--- src/rtl/fnd_sum_display.sv ---
// Captures a 5-bit adder result, converts it to BCD by sequential double-dabble and
// drives a 4-digit common-anode multiplexed 7-seg display. Option: LEADING_ZERO_BLANK_EN.
module fnd_sum_display #(
  parameter int SCAN_DIV = 100_000
) (
  input  logic       i_clk,
  input  logic       i_reset,
  input  logic       i_valid,
  input  logic [3:0] i_sum,
  input  logic       i_carry,
  output logic       o_busy,
  output logic [3:0] o_fnd_com,
  output logic [7:0] o_fnd_font
);

  localparam int CW = (SCAN_DIV > 1) ? $clog2(SCAN_DIV) : 1;
  localparam logic [CW-1:0] SCAN_LAST = CW'(SCAN_DIV - 1);

  typedef enum logic {S_IDLE, S_CONV} state_t;

  state_t         r_state;
  logic [12:0]    r_shift;   // {tens, ones, operand}
  logic [2:0]     r_iter;
  logic [3:0]     r_tens;
  logic [3:0]     r_ones;
  logic           r_busy;
  logic [CW-1:0]  r_scan_cnt;
  logic [1:0]     r_digit_idx;

  logic [12:0]    w_adj;
  logic [12:0]    w_next;
  logic [3:0]     w_com;
  logic [7:0]     w_font;

  function automatic logic [7:0] seg_of(input logic [3:0] d);
    case (d)
      4'd0:    seg_of = 8'hC0;
      4'd1:    seg_of = 8'hF9;
      4'd2:    seg_of = 8'hA4;
      4'd3:    seg_of = 8'hB0;
      4'd4:    seg_of = 8'h99;
      4'd5:    seg_of = 8'h92;
      4'd6:    seg_of = 8'h82;
      4'd7:    seg_of = 8'hF8;
      4'd8:    seg_of = 8'h80;
      4'd9:    seg_of = 8'h90;
      default: seg_of = 8'hFF;
    endcase
  endfunction

  // Add-3 correction on each BCD nibble, then shift the whole register left.
  always_comb begin
    w_adj = r_shift;
    if (r_shift[8:5] >= 4'd5)  w_adj[8:5]  = r_shift[8:5]  + 4'd3;
    if (r_shift[12:9] >= 4'd5) w_adj[12:9] = r_shift[12:9] + 4'd3;
    w_next = {w_adj[11:0], 1'b0};
  end

  always_ff @(posedge i_clk) begin
    if (i_reset) begin
      r_state <= S_IDLE;
      r_shift <= '0;
      r_iter  <= '0;
      r_tens  <= '0;
      r_ones  <= '0;
      r_busy  <= 1'b0;
    end else begin
      case (r_state)
        S_IDLE: begin
          if (i_valid) begin
            r_shift <= {8'h00, i_carry, i_sum};
            r_iter  <= '0;
            r_busy  <= 1'b1;
            r_state <= S_CONV;
          end
        end
        S_CONV: begin
          r_shift <= w_next;
          r_iter  <= r_iter + 3'd1;
          if (r_iter == 3'd4) begin
            r_tens  <= w_next[12:9];
            r_ones  <= w_next[8:5];
            r_busy  <= 1'b0;
            r_state <= S_IDLE;
          end
        end
        default: begin
          r_state <= S_IDLE;
          r_busy  <= 1'b0;
        end
      endcase
    end
  end

  // Free-running digit scan, independent of conversion activity.
  always_ff @(posedge i_clk) begin
    if (i_reset) begin
      r_scan_cnt  <= '0;
      r_digit_idx <= '0;
    end else if (r_scan_cnt == SCAN_LAST) begin
      r_scan_cnt  <= '0;
      r_digit_idx <= r_digit_idx + 2'd1;
    end else begin
      r_scan_cnt  <= r_scan_cnt + CW'(1);
    end
  end

  always_comb begin
    w_com  = 4'b1111;
    w_font = 8'hFF;
    case (r_digit_idx)
      2'd0: begin
        w_com  = 4'b1110;
        w_font = seg_of(r_ones);
      end
      2'd1: begin
        w_com  = 4'b1101;
`ifdef LEADING_ZERO_BLANK_EN
        w_font = (r_tens == 4'd0) ? 8'hFF : seg_of(r_tens);
`else
        w_font = seg_of(r_tens);
`endif
      end
      2'd2: w_com = 4'b1011;
      default: w_com = 4'b0111;
    endcase
  end

  assign o_busy     = r_busy;
  assign o_fnd_com  = w_com;
  assign o_fnd_font = w_font;

endmodule

--- config.mk ---
export PLATFORM = sky130hd
export DESIGN_NAME = fnd_sum_display
export DESIGN_NICKNAME = d
export VERILOG_FILES = /design/src/rtl/fnd_sum_display.sv
export SDC_FILE = /design/constraint.sdc
export NUM_CORES = 1
export LEC_CHECK = 0
export ABC_AREA = 1
export CORE_ASPECT_RATIO = 1.1
export CORE_MARGIN = 4
export CORE_UTILIZATION = 45
export CTS_BUF_LIST = sky130_fd_sc_hd__clkbuf_4 sky130_fd_sc_hd__clkbuf_8
export CTS_CLUSTER_DIAMETER = 40
export DETAILED_ROUTE_END_ITERATION = 8
export SYNTH_ARGS = -nofsm -noshare
export SYNTH_HDL_FRONTEND = slang
export SYNTH_SLANG_ARGS = --single-unit
--- constraint.sdc ---
create_clock -name i_clk -period 2.95 [get_ports i_clk]
set_clock_uncertainty 0.05 [all_clocks]
set_input_delay 0.295 -clock i_clk [delete_from_list [all_inputs] [get_ports i_clk]]
set_output_delay 0.295 -clock i_clk [all_outputs]
set_load 0.01 [all_outputs]
==> out/metrics.csv <==
metric,value,unit
outcome,"complete, no violations",
Clk pwr share,0.477,
post-synth net total,449,
Total Power,1690,uW
Slew @ Worst Pin,0.589,ns
initial antenna violation count,0,
Hold Crit Class,register to register,
fmax,407,MHz
CTS Buf Count,9,
Psw,380,uW
die area,0.00811,sq mm
total global routing overflow,0,
layout cells sized above 1,0.0804,
die width,86.2,microns
critical path type,register to output pin,
Setup Buffers After CTS,0,
post-layout minimum cycle time,2.45,ns
max cap viols,0,
hold_sp,r_scan_cnt[0],
cell count after synthesis,419,
GRT Total Usage,0.162,
clk_lat worst skew,0.34,ns
Final nets,473,
post-synth top area share,0.390,
number of H-tree levels,3,
Initial Util,0.462,
CP Cell Sequence,inv_1 > ha_1 > or2_2 > nand3_1 > clkdlybuf4s50_1,
total core area,0.00656,sq mm
required time of the critical path,2.61,ns
CP max stage delay,0.53,ns
DRT Pass-1 Iters,4,
setup TNS,0,ns
via/cell ratio,4.85,
endpoints failing setup,0,
Yosys cell types,30,
I/O pins,21,
largest family of logic cells by synthesized area,simple AND/OR/NAND/NOR gates,
Synth area leader,dfxtp_1,
first-pass GRT wire length,10400,microns
worst reg2reg path depth,12,
Cells on Worst Hold Path,1,
sw frac,0.225,
filler instances,647,
Final Cycle Share,0.832,
Seq cells post-synth,59,
Post-Synth XOR/XNOR Area,0.0260,
Root Buffer,clkbuf_8,
register area,0.00118,sq mm
CTS sink count,59,
Routed Antenna Nets,0,
CTS tree,done,
area grow syn2layout,16.1,%
Synth Area in Compound Gates,0.0744,
crit end category,output pin,
post-CTS sizing,0,
initial detailed-routing violation count,120,
Synth area leaders,"dfxtp_1 39%, nand2_1 13%, ha_1 9.1%, nand3_1 8.8%, inv_1 6.9%",
Post-Synth Adder-Cell Area,0.0909,
CP max stage cell,clkdlybuf4s50_1,
"Cell Area, Synth",0.00303,sq mm
post-synthesis sequential area ratio,0.390,
synthesis warning total,0,
largest net degree at the start of global routing,18,
CP Max Fanout,9,
FF-to-FF setup slack,0.82,ns
vias in the first global route,2498,
crit start category,register,
DR DRC count,0,
WL per Instance,11.2,microns
Buffers on Ports,19,
sink of the worst hold path,r_scan_cnt[0],
CTS max path bufs,2,
Gate power share,0.040,
Placement Rows,31,
Pint,1310,uW
Synth Area per Inst,7.23,sq um
VDD IR max,278,uV
Antenna Cells,0,
post-DP HPWL,4400,microns
post-synthesis simple-gate area fraction,0.327,
worst setup path start,r_digit_idx[1],
Static Leak,0.00158,uW
Reg power frac,0.483,
Final Hold Viols,0,
CP Data Arrival Time,2.11,ns
area of the multi-input gates,0.00157,sq mm
post-synthesis mux area share,0,
total number of vias,2572,
Die Y,94.0,microns
RSZ-0062 raised after global routing,false,
hold_buf cts,0,
GP Congestion,0.843,
Power Dens Cells,480,mW/mm^2
"CTS clk-pin slew, worst paths",0.07,ns
max-slew violations,0,
reg2reg start,r_shift[5],
worst rel slew slack,0.607,
WL final,5920,microns
-- layout by cell type, fill, tap and decap left out, drive strengths merged, types with 3 or more instances in the layout --
master | netlist | final
o211ai | 3 | 3
a21oi | 18 | 18
nand3b | 3 | 3
inv | 61 | 61
nand2 | 110 | 110
dfxtp | 59 | 59
clkdlybuf4s50 | 0 | 19
nand4 | 11 | 11
buf | 4 | 3
nor2 | 35 | 35
ha | 22 | 22
o21a | 3 | 3
xor2 | 8 | 8
nand3 | 54 | 54
clkinvlp | 0 | 3
o21ai | 12 | 12
clkbuf | 5 | 9
-- worst max-delay path: cells and delay by family (launching register included) --
kind          cells  cell delay, ns
buf+inv           2            0.63
simple gates      2            0.48
flops             1            0.36
fa+ha+maj         1            0.29
-- layer usage --
| metal | GRT usage | vias up | part of all wire |
|---|---|---|---|
| met5 | 0 | - | 0 |
| met4 | 0.0831 | 0 | 0.018 |
| met3 | 0.0412 | 12 | 0.044 |
| met2 | 0.262 | 51 | 0.45 |
| met1 | 0.196 | 1130 | 0.49 |
| li1 | - | 1379 | - |
-- final cells by class --
type | count | share of cell area
repair buffers | 22 | 0.0605
clock inverters | 7 | 0.0263
flip-flops and latches | 59 | 0.336
multi-input cells | 290 | 0.448
well taps | 82 | 0.0292
inverters | 61 | 0.0651
clock buffers | 9 | 0.0352
-- metrics by stage --
stage	std cells	hold slack [ns]	area, sq um	util	worst slack, ns
after floorplan	419	0.321	3030	-	1.08
after global placement	514	0.386	3300	0.503	0.734
after detailed placement	514	0.390	3300	0.503	0.662
after CTS	530	0.407	3520	0.536	0.469
after global routing	530	0.415	3520	0.536	0.324
final	530	0.407	3520	0.536	0.495
-- how the worst max path moves through the flow --
stage | endpoint | slack, ns | cells after the start
after detailed placement | register | 0.66 | 12
after floorplan | register | 1.08 | 12
after CTS | o_fnd_font[2] | 0.47 | 5
after global routing | o_fnd_font[2] | 0.32 | 5
final | o_fnd_font[0] | 0.50 | 5
after global placement | register | 0.73 | 12
-- cells by family (layout without fill, tap and decap cells) --
group                      count (synthesis)  count (layout)
AOI/OAI and AO/OA                         37              37
xor gates and xnor gates                   9               9
adders and majority gates                 22              22
buffers and inverters                     70              99
DFF                                       59              59
other                                      1               1
and+or+nand+nor                          221             221
-- synth_stat cells --
master / n
nor2_1: 33
buf_4: 2
nand3b_1: 3
nor2_4: 1
a21oi_1: 18
and3_1: 1
xor2_1: 8
conb_1: 1
buf_2: 2
dfxtp_1: 59
nand2_2: 5
ha_1: 22
nor2_2: 1
o21a_1: 3
inv_2: 5
o21ai_0: 10
o21ai_4: 2
nand3_1: 53
inv_1: 56
nand2_1: 105
or2_2: 2
xnor2_1: 1
clkbuf_1: 5
o211ai_1: 3
nor3b_1: 2
nand4_1: 11
nor3_1: 2
nand3_4: 1
or3_1: 1
o31ai_1: 1
-- power by group through the flow --
stage	Clock [uW]	Combinational, uW	Sequential (uW)
4_1_cts	818	68.4	815
6_report	805	67.2	815
5_1_grt	859	77.5	816
2_1_floorplan	0	41.5	833
3_3_place_gp	0	67.7	833
3_5_place_dp	0	68.2	833
(Power assumes the default switching activity.)
